[src/rtl/if_stage.sv]
// ---------------------------------------------------------------------------
// if_stage -- instruction fetch stage for a 16-bit pipeline.
//
// Holds the program counter, drives it to a combinational instruction memory
// and registers the returned word into the IF/ID pipeline register. A small
// FSM (BOOT -> RUN -> HALTED) spends one idle cycle after reset, then fetches
// one instruction per cycle. It stops after delivering a HALT instruction,
// which is any word whose top nibble equals HALT_NIBBLE. A redirect from a
// later stage overrides stall and HALT and costs one bubble.
//
// Parameters
//   RESET_PC      PC loaded on reset (bit 0 forced to 0)
//   HALT_NIBBLE   instr[15:12] value that marks a HALT
//
// Ports
//   clk             clock, all state changes on the rising edge
//   rst             synchronous active-high reset
//   imem_addr       byte address to instruction memory (bit 0 always 0)
//   imem_data       instruction returned in the same cycle
//   stall           decode cannot accept; hold everything
//   redirect_valid  branch/jump taken; load redirect_pc
//   redirect_pc     redirect target byte address
//   ifid_valid      IF/ID register holds a valid instruction
//   ifid_instr      registered instruction
//   ifid_pc         byte address of ifid_instr
//   ifid_pc_plus2   ifid_pc + 2 (mod 2^16)
//   halted          high while the FSM is in HALTED
//   fetch_count     (only with IF_STAGE_FETCH_COUNT_EN) saturating count of
//                   instructions delivered since reset
//
// Optional feature macro: IF_STAGE_FETCH_COUNT_EN
// ---------------------------------------------------------------------------
module if_stage #(
   parameter logic [15:0] RESET_PC    = 16'h0000,
   parameter logic [3:0]  HALT_NIBBLE = 4'hF
) (
   input  logic        clk,
   input  logic        rst,
   output logic [15:0] imem_addr,
   input  logic [15:0] imem_data,
   input  logic        stall,
   input  logic        redirect_valid,
   input  logic [15:0] redirect_pc,
   output logic        ifid_valid,
   output logic [15:0] ifid_instr,
   output logic [15:0] ifid_pc,
   output logic [15:0] ifid_pc_plus2,
`ifdef IF_STAGE_FETCH_COUNT_EN
   output logic [15:0] fetch_count,
`endif
   output logic        halted
);

   localparam logic [1:0] ST_BOOT   = 2'd0;
   localparam logic [1:0] ST_RUN    = 2'd1;
   localparam logic [1:0] ST_HALTED = 2'd2;

   logic [1:0]  state;
   logic [15:0] pc;
   logic        is_halt;
   logic        fetch_load;

   assign is_halt = (imem_data[15:12] == HALT_NIBBLE);

   // A fetch is latched into IF/ID only in RUN, not stalled, not redirected.
   assign fetch_load = !redirect_valid && (state == ST_RUN) && !stall;

   assign imem_addr     = {pc[15:1], 1'b0};
   assign ifid_pc_plus2 = ifid_pc + 16'd2;
   assign halted        = (state == ST_HALTED);

   // NOTE: sequential state uses non-blocking assignments so every register
   // samples the pre-edge values; blocking here would create ordering races.
   always_ff @(posedge clk) begin
      if (rst) begin
         pc         <= RESET_PC & 16'hFFFE;
         state      <= ST_BOOT;
         ifid_valid <= 1'b0;
         ifid_instr <= 16'h0000;
         ifid_pc    <= 16'h0000;
      end else if (redirect_valid) begin
         // Redirect wins over stall and HALT; the stale IF/ID word becomes
         // a bubble and fetch restarts at the target next cycle.
         pc         <= redirect_pc & 16'hFFFE;
         ifid_valid <= 1'b0;
         state      <= ST_RUN;
      end else begin
         case (state)
            ST_BOOT: begin
               state <= ST_RUN;
            end
            ST_RUN: begin
               if (fetch_load) begin
                  ifid_instr <= imem_data;
                  ifid_pc    <= pc;
                  ifid_valid <= 1'b1;
                  // A HALT is delivered but the PC stays on it.
                  if (is_halt) begin
                     state <= ST_HALTED;
                  end else begin
                     pc <= pc + 16'd2;
                  end
               end
            end
            ST_HALTED: begin
               if (!stall) begin
                  ifid_valid <= 1'b0;
               end
            end
            default: begin
               state <= ST_BOOT;
            end
         endcase
      end
   end

`ifdef IF_STAGE_FETCH_COUNT_EN
   always_ff @(posedge clk) begin
      if (rst) begin
         fetch_count <= 16'h0000;
      end else if (fetch_load && (fetch_count != 16'hFFFF)) begin
         fetch_count <= fetch_count + 16'd1;
      end
   end
`endif

endmodule

[config.mk]
export PLATFORM = sky130hd
export DESIGN_NAME = if_stage
export DESIGN_NICKNAME = d
export VERILOG_FILES = /design/src/rtl/if_stage.sv
export SDC_FILE = /design/constraint.sdc
export NUM_CORES = 1
export LEC_CHECK = 0
export CAP_MARGIN = 20
export CELL_PAD_IN_SITES_DETAIL_PLACEMENT = 1
export CELL_PAD_IN_SITES_GLOBAL_PLACEMENT = 2
export CORE_MARGIN = 2
export CORE_UTILIZATION = 23
export DETAILED_ROUTE_END_ITERATION = 7
export PLACE_DENSITY = 0.9
export SYNTH_ARGS = -nofsm -noshare
export SYNTH_HDL_FRONTEND = slang
export SYNTH_SLANG_ARGS = --single-unit
[constraint.sdc]
create_clock -name clk -period 2 [get_ports clk]
set_input_delay 0.3 -clock clk [delete_from_list [all_inputs] [get_ports clk]]
set_output_delay 0.3 -clock clk [all_outputs]
set_load 0.1 [all_outputs]
[Yosys cells after proc, flatten, opt, wreduce, memory -nomap -nowiden]
Index checks and enable logic that the tools add are counted.
Word-level totals
  bits in registers: 51
  word-level logic and storage cells: 48
  input port bits: 36
Operators by class
  muxes and demuxes: 11
  equal/unequal tests: 10
  bitwise operators: 3
  reduce and logical (&&, ||, !) cells: 15
  $add $sub $neg: 2
Operator list (count)
  $mux W16: 4
  $add A16 B2 Y16 const B: 2
  $reduce_and A3 Y1: 6
  $ne A2 B2 Y1 const B: 5
  $ne A3 B3 Y1 const B: 2
  $pmux W2 S3: 1
  $reduce_bool A2 Y1: 3
  $eq A4 B4 Y1 const B: 1
  $mux W2: 2
  $mux W1: 3
  $not A1 Y1: 3
  $eq A2 B1 Y1 const B: 1
  $eq A2 B2 Y1 const B: 1
  $logic_and A1 B1 Y1: 2
  $logic_not A1 Y1: 2
  $logic_not A2 Y1: 1
  $pmux W1 S2: 1
  $reduce_or A2 Y1: 1

[Logic depth before layout (Yosys ltp)]
Gate-level depths: netlist of the first run.
  word-level depth: 6
  mapped depth: 6
  gate-level depth less buffers: 5

[Worst setup path before layout of the first run]
No wires, ideal clock.
  kind: register -> output
  start point: reg ifid_pc[1]
  end point: out ifid_pc_plus2[15]
  arrival time: 3.468 ns
  buffers on the path: 0
  cell stages (with the launch flop): 6
  slack: -1.768 ns
  cells stage by stage: dfxtp_1 -> ha_1 -> nand3_1 -> nor2_1 -> nand4_1 -> xnor2_1
Between the ends
  word-level cells in the longest chain between the ends: 1
Ends and longest elaborated chain
  from (decl): RTL line 46  | output logic [15:0] ifid_pc,
  from (signal assigned): RTL line 95  | ifid_pc <= pc;
  $add A16 B2 Y16: RTL line 69  | assign ifid_pc_plus2 = ifid_pc + 16'd2;
  to (decl): RTL line 47  | output logic [15:0] ifid_pc_plus2,
No other way between the ends.

[Worst setup path in the final report of the first run]
  start point: reg ifid_pc[2]
  end point: out ifid_pc_plus2[15]
The elaborated chain is that of the path after synthesis.

==> flow_metrics.env, run 1 <==
export IMPL_cts_sinks=49
export IMPL_layout_drive_gt1_share=0.388
export IMPL_arrival_ns=1.73
export IMPL_yosys_top_cells_count="nand2_1 (77), dfxtp_1 (49), a21oi_1 (34)"
export IMPL_antenna_found_initial=0
export IMPL_path_clk_slew_ns=0.09
export IMPL_route_vias_total=2482
export IMPL_p_total_w=0.00246
export IMPL_worstRegToRegCells=5
export IMPL_dr_pass1_iters=4
export IMPL_fin_crit_sh=1.01
export IMPL_pre_cts_slack_ns=-0.161
export IMPL_cts_tree="yes"
export IMPL_power_leakage_nw=1.57
export IMPL_root_buffer="clkbuf_8"
export IMPL_layout_min_cycle_time_ns=2.03
export IMPL_synth_top_family_by_area="simple AND/OR/NAND/NOR gates"
export IMPL_drtAntennaViolNets=0
export IMPL_finClkSkew_ns=0.00250
export IMPL_synth_top_area_frac=0.407
export IMPL_yosys_warnings=0
export IMPL_yosysUniqueCellTypes=43
export IMPL_grt_max_degree=37
export IMPL_fp_coreArea_sq_mm=0.0102
export IMPL_holdPathStages=2
export IMPL_drc=0
export IMPL_min_path_type="in -> reg"
export IMPL_yosysSeqAreaShare=0.407
export IMPL_yosys_area_share_adder=0.0104
export IMPL_status="complete, but fails checks"
export IMPL_synth_top_cell_by_area="dfxtp_1"
export IMPL_dieWidth_microns=106
export IMPL_synth_simple_gate_area_frac=0.276
export IMPL_grt_setup_unrepaired="true"
export IMPL_cts_path_max_buffers=2
export IMPL_diodes=0
export IMPL_cp_start_kind="flip-flop"
export IMPL_hold_violations=0
export IMPL_numCtsBuffers=5
export IMPL_drv_slew=0
export IMPL_synth_compound_area_frac=0.168
export IMPL_track_usage=0.145
export IMPL_fp_row_count=37
export IMPL_synth_xor_area_frac=0.0763
export IMPL_detail_route_vias_per_cell=4.53
export IMPL_cpPeakStageDelay_ns=0.39
export IMPL_dp_hpwl_mm=6.32
export IMPL_gp_congestion=0.795
export IMPL_synth_top_flop_cell="dfxtp_1"
export IMPL_worst_slack_ns=-0.0253
export IMPL_start_util=0.236
export IMPL_wirelength_mm=8.09
export IMPL_io_pins=102
export IMPL_syn_area_per_cell_sq_um=7.98
export IMPL_detail_route_wl_per_cell_microns=14.8
export IMPL_power_density_mw_per_mm2=594
export IMPL_endpoint_kind="primary output"
export IMPL_yosys_register_bits=49
export IMPL_clk_latency_ns=0.30
export IMPL_finish_utilization=0.405
export IMPL_die_area_sq_mm=0.0113
export IMPL_critPathTopFamily="simple AND/OR/NAND/NOR gates"
export IMPL_path_buf_inv=1
export IMPL_required_ns=1.70
export IMPL_synthArstFlopShare=0
export IMPL_nets=449
export IMPL_die_y_microns=106
export IMPL_violations="setup timing"
export IMPL_synth_edf_count=0
export IMPL_muxShareOfSynthArea=0
export IMPL_slowest_stage="dfxtp_4"
export IMPL_crit_cells=6
export IMPL_postSynthCellCount=302
export IMPL_grt_pass1_vias=2579
export IMPL_synth_area_top_cells="dfxtp_1 (41%), nand2_1 (12%), a21oi_1 (7.1%)"
export IMPL_ir_drop_mv=0.278
export IMPL_grt_overflow=0
export IMPL_cap_viol_max_count=0
export IMPL_max_freq_mhz=494
export IMPL_setup_viol=3
export IMPL_worst_setup_path_type="reg -> out"
export IMPL_syn_area_sq_mm=0.00241
export IMPL_drtIter0Drc=76
export IMPL_path_cells="ha_4 > nand3_4 > nor2_4 > nand4_1 > xnor2_4 > buf_12"
export IMPL_path_max_fanout=4
export IMPL_grt_pass1_wl_mm=13.2
export IMPL_yosysMostFrequentCell="nand2_1"
export IMPL_port_buffers=97
export IMPL_htreeDepth=2
export IMPL_area_growth_pct=72.1
-- layout by cell type (no fill, tap or decap), types with 4 or more instances in the layout --
master | synthesis | final
buf_4 | 3 | 71
buf_12 | 0 | 16
xnor2_1 | 16 | 8
xnor2_4 | 0 | 6
clkbuf_8 | 0 | 5
a211oi_1 | 6 | 6
dfxtp_1 | 49 | 23
nor2_4 | 0 | 5
dfxtp_4 | 0 | 12
nor2_1 | 18 | 12
nand2_1 | 77 | 76
clkdlybuf4s50_1 | 0 | 33
dfxtp_2 | 0 | 14
nor4_2 | 4 | 4
xor2_4 | 0 | 4
inv_1 | 11 | 11
a311oi_1 | 4 | 4
nand4_1 | 5 | 5
and4_1 | 6 | 5
a21oi_1 | 34 | 34
-- area by class of cell --
cell class	count	area (sq um)
fillers	1196	6080
multi-input cells	223	1590
repair buffers	121	1190
flip-flops and latches	49	1040
well taps	136	170
clock buffers	5	68.8
clock inverters	3	41.3
inverters	11	41.3
-- registers in the layout, summed over array words and instances (netlist names) --
| register | flops |
|---|---|
| ifid_valid | 1 |
| ifid_instr | 16 |
| state | 2 |
| pc | 15 |
| ifid_pc | 15 |
-- path summary, 6_finish.rpt --
path / slack [ns] / endpoint / startpoint
max: -0.03 / ifid_pc_plus2[15] / ifid_pc[2]$_SDFFE_PP0P_
min reg2reg: 0.46 / ifid_instr[13]$_SDFFE_PP0P_ / ifid_instr[13]$_SDFFE_PP0P_
min: 0.39 / state[0]$_SDFFE_PP0P_ / rst
max reg2reg: 0.28 / pc[9]$_SDFFE_PP0P_ / state[0]$_SDFFE_PP0P_
-- report_power, final --
group          switching (W)  internal, W  total [W]
combinational       0.000488     0.000204   0.000692
sequential         0.0000574      0.00101    0.00106
clock               0.000338     0.000369   0.000707
-- per-stage QoR --
stage | instance area [sq um] | setup TNS, ns | hold WS, ns | std cells
floorplan | 2750 | -0.548 | 0.371 | 304
global placement | 3910 | -0.223 | 0.444 | 527
detailed placement | 3910 | -0.670 | 0.448 | 527
CTS | 4090 | -0.0870 | 0.384 | 542
global route | 4150 | -0.365 | 0.410 | 548
finish | 4150 | -0.0345 | 0.394 | 548
-- logic make-up (layout without fill, tap and decap cells) --
kind of cell | after synthesis | count (layout)
buffers and inverters | 32 | 140
AOI/OAI and AO/OA | 61 | 61
adders and majority gates | 2 | 2
and+or+nand+nor | 136 | 136
xor gates and xnor gates | 21 | 21
other | 1 | 3
DFF | 49 | 49
-- what timing repair did --
| item | in CTS | in global routing |
|---|---|---|
| endpoints found under the setup margin | 4 | 6 |
| buffers inserted | 7 | 6 |
| hold buffers | 0 | 0 |
| resized for setup | 5 | 3 |
| pin swaps | 5 | 5 |
-- layer usage --
| layer | track usage | part of all wire | vias to the layer above | wire length, microns |
|---|---|---|---|---|
| met5 | 0 | 0 | - | 0 |
| met4 | 0.0367 | 0.0095 | 0 | 77 |
| met3 | 0.0184 | 0.033 | 4 | 266 |
| met2 | 0.268 | 0.53 | 54 | 4260 |
| met1 | 0.175 | 0.43 | 1180 | 3490 |
| li1 | - | - | 1244 | - |
(Power assumes the default switching activity.)
==> run 2, diff against run 1 <==
- PLACE_DENSITY: 0.9 -> not set
- PLACE_DENSITY_LB_ADDON: not set -> 0.1
- SLEW_MARGIN: not set -> 20
==> run 2 against run 1 <==
Net effect: largest power group unchanged; combinational power is 0.6% higher; worst setup slack improved by 0.020 ns; count of clock-buffer cells in the layout stayed put; non-clock buffer count decreased by 1; the run still ends with setup timing left; highest routed layer unchanged; fmax grew 0.99%; sequential share of layout area up 0.16 points; total power fell by 4.5%; via count increased by 0.16%; register-to-register slack lost 0.03 ns.
==> flow_metrics.env, run 2 (synthesis gave the netlist of run 1 again) <==
export IMPL_status="complete, but fails checks"
export IMPL_violations="setup timing"
export IMPL_grt_pass1_vias=2486
export IMPL_p_switching_w=0.000894
export IMPL_area_growth_pct=71.0
export IMPL_port_buffers=97
export IMPL_required_ns=1.70
export IMPL_path_max_fanout=3
export IMPL_swShare=0.380
export IMPL_clk_latency_ns=0.30
export IMPL_postCtsHoldBufs=0
export IMPL_detail_route_wl_per_cell_microns=14.7
export IMPL_worst_setup_path_type="reg -> out"
export IMPL_grt_max_degree=50
export IMPL_cpPeakStageDelay_ns=0.38
export IMPL_fp_row_count=37
export IMPL_holdPathStages=3
export IMPL_dp_hpwl_mm=5.92
export IMPL_slowest_stage="dfxtp_4"
export IMPL_cp_start_kind="flip-flop"
export IMPL_power_density_mw_per_mm2=571
export IMPL_start_util=0.236
export IMPL_die_area_sq_mm=0.0113
export IMPL_wirelength_mm=8.05
export IMPL_die_y_microns=106
export IMPL_worst_slack_ns=-0.00538
export IMPL_most_common_layout_cells="nand2_1 (75), buf_4 (69), a21oi_1 (34), clkdlybuf4s50_1 (33), dfxtp_1 (23)"
export IMPL_drv_slew=0
export IMPL_dieWidth_microns=106
export IMPL_path_clk_slew_ns=0.09
export IMPL_instances_no_fill=547
export IMPL_hold_violations=0
export IMPL_numCtsBuffers=5
export IMPL_drtIter0Drc=58
export IMPL_diodes=0
export IMPL_grt_pass1_wl_mm=13.0
export IMPL_track_usage=0.144
export IMPL_cap_viol_max_count=0
export IMPL_nets=448
export IMPL_layout_drive_gt1_share=0.389
export IMPL_grt_overflow=0
export IMPL_finish_utilization=0.403
export IMPL_worstRegToRegCells=5
export IMPL_detail_route_vias_per_cell=4.54
export IMPL_combinationalPowerShare=0.296
export IMPL_route_vias_total=2486
export IMPL_max_freq_mhz=499
export IMPL_root_buffer="clkbuf_8"
export IMPL_drc=0
export IMPL_pwr_share_seq=0.452
export IMPL_cts_tree="yes"
export IMPL_grt_setup_unrepaired="true"
export IMPL_dpl_cell_area_sq_mm=0.00394
export IMPL_pre_cts_slack_ns=-0.153
export IMPL_path_cells="ha_4 > nand3_4 > nor2_4 > nand4_1 > xnor2_4 > buf_12"
export IMPL_min_path_type="in -> reg"
export IMPL_antenna_found_initial=0
export IMPL_gp_congestion=0.763
export IMPL_endpoint_kind="primary output"
export IMPL_top_regs="ifid_instr (16), ifid_pc (15), pc (15)"
export IMPL_finClkSkew_ns=0.00498
export IMPL_rrSetupSlack_ns=0.25
export IMPL_dr_pass1_iters=4
export IMPL_fin_area_sq_mm=0.00412
export IMPL_setup_viol=1
export IMPL_top_register="ifid_instr"
export IMPL_largest_reg_flops=16
export IMPL_ir_drop_mv=0.290
export IMPL_intPower_w=0.00146
export IMPL_reg2reg_to="pc[15]$_SDFFE_PP0P_"
export IMPL_endpoint="ifid_pc_plus2[15]"
export IMPL_rr_startpoint="state[1]$_SDFFE_PP0P_"
export IMPL_critPathLaunch="ifid_pc[2]$_SDFFE_PP0P_"
export IMPL_cts_path_max_buffers=2
export IMPL_dp_cells=529
export IMPL_fin_crit_sh=1.00
export IMPL_power_frac_clock=0.252
export IMPL_layout_min_cycle_time_ns=2.01
export IMPL_final_common_cell="nand2_1"
export IMPL_fp_coreArea_sq_mm=0.0102
export IMPL_drtAntennaViolNets=0
export IMPL_cts_sinks=49
export IMPL_htreeDepth=2
export IMPL_power_leakage_nw=1.54
export IMPL_arrival_ns=1.71
export IMPL_io_pins=102
run 2: worst max-delay path, delay by kind of cell, from the launching register on:
family | cells | cell delay, ns
XOR/XNOR | 1 | 0.24
adder cells (fa/ha/maj) | 1 | 0.16
buffers and inverters | 1 | 0.19
flip-flops | 1 | 0.38
AND/OR/NAND/NOR | 3 | 0.43
run 2: layout make-up:
class | instances | area [sq um]
Clock buffer | 5 | 68.8
Multi-Input combinational cell | 223 | 1590
Clock inverter | 3 | 17.5
Inverter | 11 | 41.3
Timing Repair Buffer | 120 | 1190
Fill cell | 1202 | 6110
Tap cell | 136 | 170
Sequential cell | 49 | 1040
run 2: metal layers:
metal / wire, microns / global-route usage / vias up
met5: 0 / 0 / -
met4: 75 / 0.0338 / 0
met3: 379 / 0.0270 / 5
met2: 3850 / 0.246 / 66
met1: 3740 / 0.189 / 1172
li1: - / - / 1243
run 2: worst min-delay path by stage:
stage                                     from                         end
floorplan                                  rst          pc[4]$_SDFFE_PP0P_
global placement    ifid_instr[6]$_SDFFE_PP0P_  ifid_instr[6]$_SDFFE_PP0P_
detailed placement  ifid_instr[6]$_SDFFE_PP0P_  ifid_instr[6]$_SDFFE_PP0P_
CTS                                        rst         pc[11]$_SDFFE_PP0P_
global route                               rst         pc[11]$_SDFFE_PP0P_
finish                                     rst         pc[11]$_SDFFE_PP0P_
run 2: power groups by stage:
| stage | combinational [W] | sequential, W | clock [W] |
|---|---|---|---|
| after floorplan | 0.000219 | 0.00135 | 0 |
| after global placement | 0.000691 | 0.00109 | 0 |
| after detailed placement | 0.000696 | 0.00109 | 0 |
| after CTS | 0.000704 | 0.00107 | 0.000625 |
| after global routing | 0.000732 | 0.00107 | 0.000651 |
| final | 0.000696 | 0.00106 | 0.000592 |
run 2: through the flow:
| step | hold WS [ns] | setup TNS [ns] | power (W) |
|---|---|---|---|
| 2_1_floorplan | 0.371 | -0.548 | 0.00157 |
| 3_3_place_gp | 0.444 | -0.539 | 0.00178 |
| 3_5_place_dp | 0.448 | -0.968 | 0.00179 |
| 4_1_cts | 0.421 | -0.0625 | 0.00239 |
| 5_1_grt | 0.438 | -0.265 | 0.00246 |
| 6_report | 0.426 | -0.00538 | 0.00235 |
run 2: repair_timing:
| action | in CTS | in global routing |
|---|---|---|
| gates resized for setup | 7 | 0 |
| setup buffers | 9 | 1 |
| endpoints found under the setup margin | 6 | 6 |
| gates cloned | 0 | 0 |
| pin swaps | 4 | 3 |
